===== src/rtl/lfsr_pkg.sv =====
// Shared LFSR definitions: default width, maximal-length tap masks and parity.
// Tap masks use bit i = state[i] for a left-shifting Fibonacci register.
package lfsr_pkg;

  localparam int DEFAULT_WIDTH = 8;

  function automatic logic parity(input logic [31:0] v);
    return ^v;
  endfunction

  // Maximal-length feedback masks for widths 2..32; unsupported widths give 0.
  function automatic logic [31:0] max_taps(input int w);
    logic [31:0] t;
    case (w)
      2:       t = 32'h0000_0003;
      3:       t = 32'h0000_0006;
      4:       t = 32'h0000_000C;
      5:       t = 32'h0000_0014;
      6:       t = 32'h0000_0030;
      7:       t = 32'h0000_0060;
      8:       t = 32'h0000_00B8;
      9:       t = 32'h0000_0110;
      10:      t = 32'h0000_0240;
      11:      t = 32'h0000_0500;
      12:      t = 32'h0000_0829;
      13:      t = 32'h0000_100D;
      14:      t = 32'h0000_2015;
      15:      t = 32'h0000_6000;
      16:      t = 32'h0000_D008;
      17:      t = 32'h0001_2000;
      18:      t = 32'h0002_0400;
      19:      t = 32'h0004_0023;
      20:      t = 32'h0009_0000;
      21:      t = 32'h0014_0000;
      22:      t = 32'h0030_0000;
      23:      t = 32'h0042_0000;
      24:      t = 32'h00E1_0000;
      25:      t = 32'h0120_0000;
      26:      t = 32'h0200_0023;
      27:      t = 32'h0400_0013;
      28:      t = 32'h0900_0000;
      29:      t = 32'h1400_0000;
      30:      t = 32'h2000_0029;
      31:      t = 32'h4800_0000;
      32:      t = 32'h8020_0003;
      default: t = 32'h0000_0000;
    endcase
    return t;
  endfunction

endpackage


===== src/rtl/lfsr_core.sv =====
// Combinational Fibonacci LFSR step: shifts left and inserts the tap parity at bit 0.
module lfsr_core
  import lfsr_pkg::*;
#(
  parameter int                WIDTH = DEFAULT_WIDTH,
  parameter logic [WIDTH-1:0]  TAPS  = WIDTH'(max_taps(WIDTH))
) (
  input  logic [WIDTH-1:0] state,
  output logic [WIDTH-1:0] next_state
);

  logic fb;

  assign fb         = parity(32'(state & TAPS));
  assign next_state = {state[WIDTH-2:0], fb};

endmodule


===== src/rtl/lfsr_period_gen.sv =====
// LFSR PRBS source with seed-return period measurement, lock-up and no-return flags.
module lfsr_period_gen
  import lfsr_pkg::*;
#(
  parameter int                WIDTH = DEFAULT_WIDTH,
  parameter logic [WIDTH-1:0]  TAPS  = WIDTH'(max_taps(WIDTH))
) (
  input  logic             clk,
  input  logic             rst,
  input  logic             load,
  input  logic [WIDTH-1:0] seed,
  input  logic             en,
  output logic [WIDTH-1:0] data,
  output logic             out,
  output logic [WIDTH-1:0] period,
  output logic             period_done,
  output logic             period_valid,
  output logic             lockup,
  output logic             no_return
);

  localparam logic [WIDTH-1:0] CNT_LIMIT = '1;

  logic [WIDTH-1:0] state;
  logic [WIDTH-1:0] start;
  logic [WIDTH-1:0] cnt;
  logic [WIDTH-1:0] nxt_state;
  logic [WIDTH-1:0] cnt_inc;
  logic             returned;
  logic             expired;

  lfsr_core #(
    .WIDTH (WIDTH),
    .TAPS  (TAPS)
  ) u_core (
    .state      (state),
    .next_state (nxt_state)
  );

  assign cnt_inc  = cnt + WIDTH'(1);
  assign returned = (nxt_state == start);
  // A state that has not come back within 2^WIDTH-1 steps never will.
  assign expired  = (cnt_inc == CNT_LIMIT);

  always_ff @(posedge clk) begin
    if (!rst) begin
      state        <= '0;
      start        <= '0;
      cnt          <= '0;
      period       <= '0;
      period_done  <= 1'b0;
      period_valid <= 1'b0;
      no_return    <= 1'b0;
    end else begin
      period_done <= 1'b0;
      if (load) begin
        state        <= seed;
        start        <= seed;
        cnt          <= '0;
        period_valid <= 1'b0;
        no_return    <= 1'b0;
      end else if (en) begin
        state <= nxt_state;
        if (returned) begin
          period       <= cnt_inc;
          period_done  <= 1'b1;
          period_valid <= 1'b1;
          cnt          <= '0;
        end else if (expired) begin
          no_return <= 1'b1;
          cnt       <= '0;
        end else begin
          cnt <= cnt_inc;
        end
      end
    end
  end

  assign data   = state;
  assign out    = state[WIDTH-1];
  assign lockup = (state == '0);

endmodule


===== config.mk =====
export PLATFORM = sky130hd
export DESIGN_NAME = lfsr_period_gen
export DESIGN_NICKNAME = d
export VERILOG_FILES = /design/src/rtl/lfsr_pkg.sv /design/src/rtl/lfsr_core.sv /design/src/rtl/lfsr_period_gen.sv
export SDC_FILE = /design/constraint.sdc
export NUM_CORES = 1
export LEC_CHECK = 0
export CORE_MARGIN = 5
export CORE_UTILIZATION = 51
export DETAILED_ROUTE_END_ITERATION = 16
export PLACE_DENSITY = 0.79
export SYNTH_ARGS = -nofsm -noshare
export SYNTH_HDL_FRONTEND = slang
export SYNTH_HIERARCHICAL = 1
export SYNTH_SLANG_ARGS = --single-unit

===== constraint.sdc =====
create_clock -name clk -period 2.8 [get_ports clk]
set_input_delay 0.84 -clock clk [delete_from_list [all_inputs] [get_ports clk]]
set_output_delay 0.84 -clock clk [all_outputs]
set_load 0.01 [all_outputs]

==> reports/results.txt <==
critical path cell sequence: or4_1 -> nor2_1 -> dlymetal6s2s_1
layout cells sized above 1: 7.981%
R2R Setup Slk: 0.69 ns
RSZ-0062 raised after global routing: no
Post-DP HPWL: 2776 um
hold path depth: 1
Hold Path Class: flop to flop
worst vdd ir: 343.4 uV
met3 Use GR: 4.326%
vias in the first global route: 1404
sequential-to-total area share from yosys stat: 41.30%
Synthesized Nets: 201
Setup Buffers After CTS: 0
Slew Limit Fails: 0
top_reg_cell synth: dfxtp_1
clk_lat worst skew: 0.33 ns
core area: 0.003284 mm2
CP max stage cell: or4_1
CTS H-Tree Depth: 2
Total Wirelength: 3672 um
global-route wire length before repair: 6189 um
Post-synth ARST share: 0%
clk sinks: 35
post-route ant nets: 0
GR Util met1: 19.43%
vias per cell: 5.124
Placer Congestion: 0.8098
WP buf/inv: 1
Critical R2R Launch: cnt[0]$_SDFFE_PP0P_
Mapped Area: 0.001697 mm2
Critical Path RT: 1.96 ns
status: completed
EDFF count, synth: 0
Yosys Warn Count: 6
die extent in y: 67.68 um
CTS clk-pin slew, worst paths: 0.11 ns
worst-case clock buffer depth: 2
Reg-to-Reg End: cnt[5]$_SDFFE_PP0P_
TritonCTS buffer count: 5
WHS Endpoint: period_valid$_SDFFE_PP0P_
clk_skew: 0.008620 ns
Area Growth Syn to Fin: 21.61%
initial drt markers: 52
CTS tree: built
GR peak layer: met2
Final Instance Area: 0.002063 mm2
WL/cell: 14.18 um
IO Count: 33
Port Buffer Count: 32
cell area power density: 467.2 mW/mm2
Final Cycle Share: 85.12%
# nets final: 227
final setup fails: 0
PnR Total Power: 963.8 uW
DR pass1 iterations: 4
Setup crit start: data[1]$_SDFFE_PN0P_
hold_sp: period_valid$_SDFFE_PP0P_
die area: 0.004580 mm2
critical path endpoint category: output pin
Critical Path Max Stage Delay: 0.55 ns
initial cell density of the core: 51.66%
setup TNS: 0 ns
Reg2Reg Depth: 6
Chip Width: 67.68 um
CP delay by family, top: simple AND/OR/NAND/NOR gates
Ant. Diodes: 0
total track usage: 18.39%
CP Launch Type: flop
CTS Root Cell: clkbuf_4
Residual DRC: 0
Fmax: 0.4196 GHz
Worst Path Arrival: 1.54 ns
MaxCap Viol Count: 0
M2 GR Usage: 33.29%
Post-Syn Area per Cell: 9.073 um2
Rel. slew slack: 60.94%
placed inst area: 0.002003 mm2
largest net degree at the start of global routing: 26
Rows: 21
Worst Setup Path Type: flop to output pin
leakage: 0.8396 nW
critical path peak fanout: 5
Slew @ Worst Pin: 0.5818 ns
post-layout min period: 2.383 ns
#FFs+latches synth: 35
Yosys cell types: 33
final hold viol count: 0
WHS: 0.4794 ns
Post-Syn Instances: 187
grt ovf: 0
routed via count: 1327
initial antenna violation count: 0
==> synth_stat cells, drive strengths merged, types with 3 or more instances <==
cell    number  area (um2)
nand3        4       20.02
nand2b       9       56.30
nor2b        3       18.77
inv          4       15.01
nor2         3       11.26
buf         10       75.07
nand2       27       101.4
o21ai       16       91.34
nand4        3       18.77
mux2i        9       90.09
xnor2       12       105.1
xor2         3       26.28
o211a        7       70.07
clkbuf       7       26.28
dfxtp       35       700.7
a21boi       8       60.06
and2        10       63.81
==> worst register-to-register path, stage by stage, from the launching register on <==
cell and delay, ns:
dfxtp_1 0.46, ha_1 0.28, nand3_1 0.15, or3_1 0.38, a211o_2 0.40, o21ai_4 0.21, o211ai_1 0.13
==> kinds of logic after synthesis <==
| kind of cell | Yosys count | share of synthesized area (%) |
|---|---|---|
| buf+inv | 21 | 6.858 |
| xor+xnor | 15 | 7.744 |
| mux | 9 | 5.310 |
| simple gates | 67 | 20.65 |
| fa+ha+maj | 2 | 1.475 |
| compound gates | 38 | 16.67 |
| flops | 35 | 41.30 |
==> worst max path at each step <==
stage / slack [ns] / end / cells after the start
2_1_floorplan: 0.67 / period[3]$_SDFFE_PN0P_ / 9
3_3_place_gp: 0.37 / cnt[5]$_SDFFE_PP0P_ / 5
3_5_place_dp: 0.27 / cnt[1]$_SDFFE_PP0P_ / 5
4_1_cts: 0.01 / lockup / 3
5_1_grt: 0.31 / lockup / 3
6_report: 0.42 / lockup / 3
==> final cells by class <==
cell class / instances / area (um2)
clock buffers: 6 / 51.30
inverters: 4 / 15.01
flip-flops and latches: 35 / 701.9
clock inverters: 1 / 5.005
well taps: 46 / 57.56
multi-input cells: 131 / 879.6
repair buffers: 36 / 352.8
fillers: 281 / 1221
==> through the flow <==
stage	cells	setup WS [ns]	utilization, %
4_1_cts	259	0.01091	62.74
5_1_grt	259	0.3134	62.82
3_5_place_dp	252	0.2735	60.99
6_report	259	0.4168	62.82
3_3_place_gp	252	0.3737	60.99
2_1_floorplan	187	0.6665	-
==> flip-flops by register name, indices dropped and copies added, names as in the netlist <==
signal        cells
cnt               8
period            8
no_return         1
start             8
period_done       1
period_valid      1
data              8
==> where the power goes <==
group | total, mW | switching (mW) | internal, mW
clock | 0.283 | 0.166 | 0.116
sequential | 0.537 | 0.0202 | 0.516
combinational | 0.144 | 0.0649 | 0.0795
==> metal layers <==
metal	share of wire [%]	wire length [um]	up-vias
met3	4.5	165	9
li1	-	-	682
met1	44	1602	604
met5	0	0	-
met4	2.2	82	0
met2	50	1822	32
==> repair_timing <==
action                                 in CTS  in global routing
endpoints found under the hold margin       0                  0
setup endpoints to repair                   1                  1
hold buffers                                0                  0
resized for setup                           1                  1
==> cell usage in the layout (no fill, tap or decap), drive strengths merged <==
master	n
dfxtp	35
clkdlybuf4s50	31
nand2	27
o21ai	16
xnor2	12
and2	10
mux2i	9
nand2b	9
a21boi	8
o211a	7
clkbuf	6
inv	4
nand3	4
buf	4
nor2	3
nand4	3
xor2	3
nor2b	3
or4	2
o211ai	2
ha	2
or3	1
a211o	1
o311a	1
or2b	1
o2111ai	1
nor4	1
or2	1
nand3b	1
nor3	1
o21a	1
a32o	1
clkinv	1
dlymetal6s2s	1
Power figures use the tool's default switching activity.
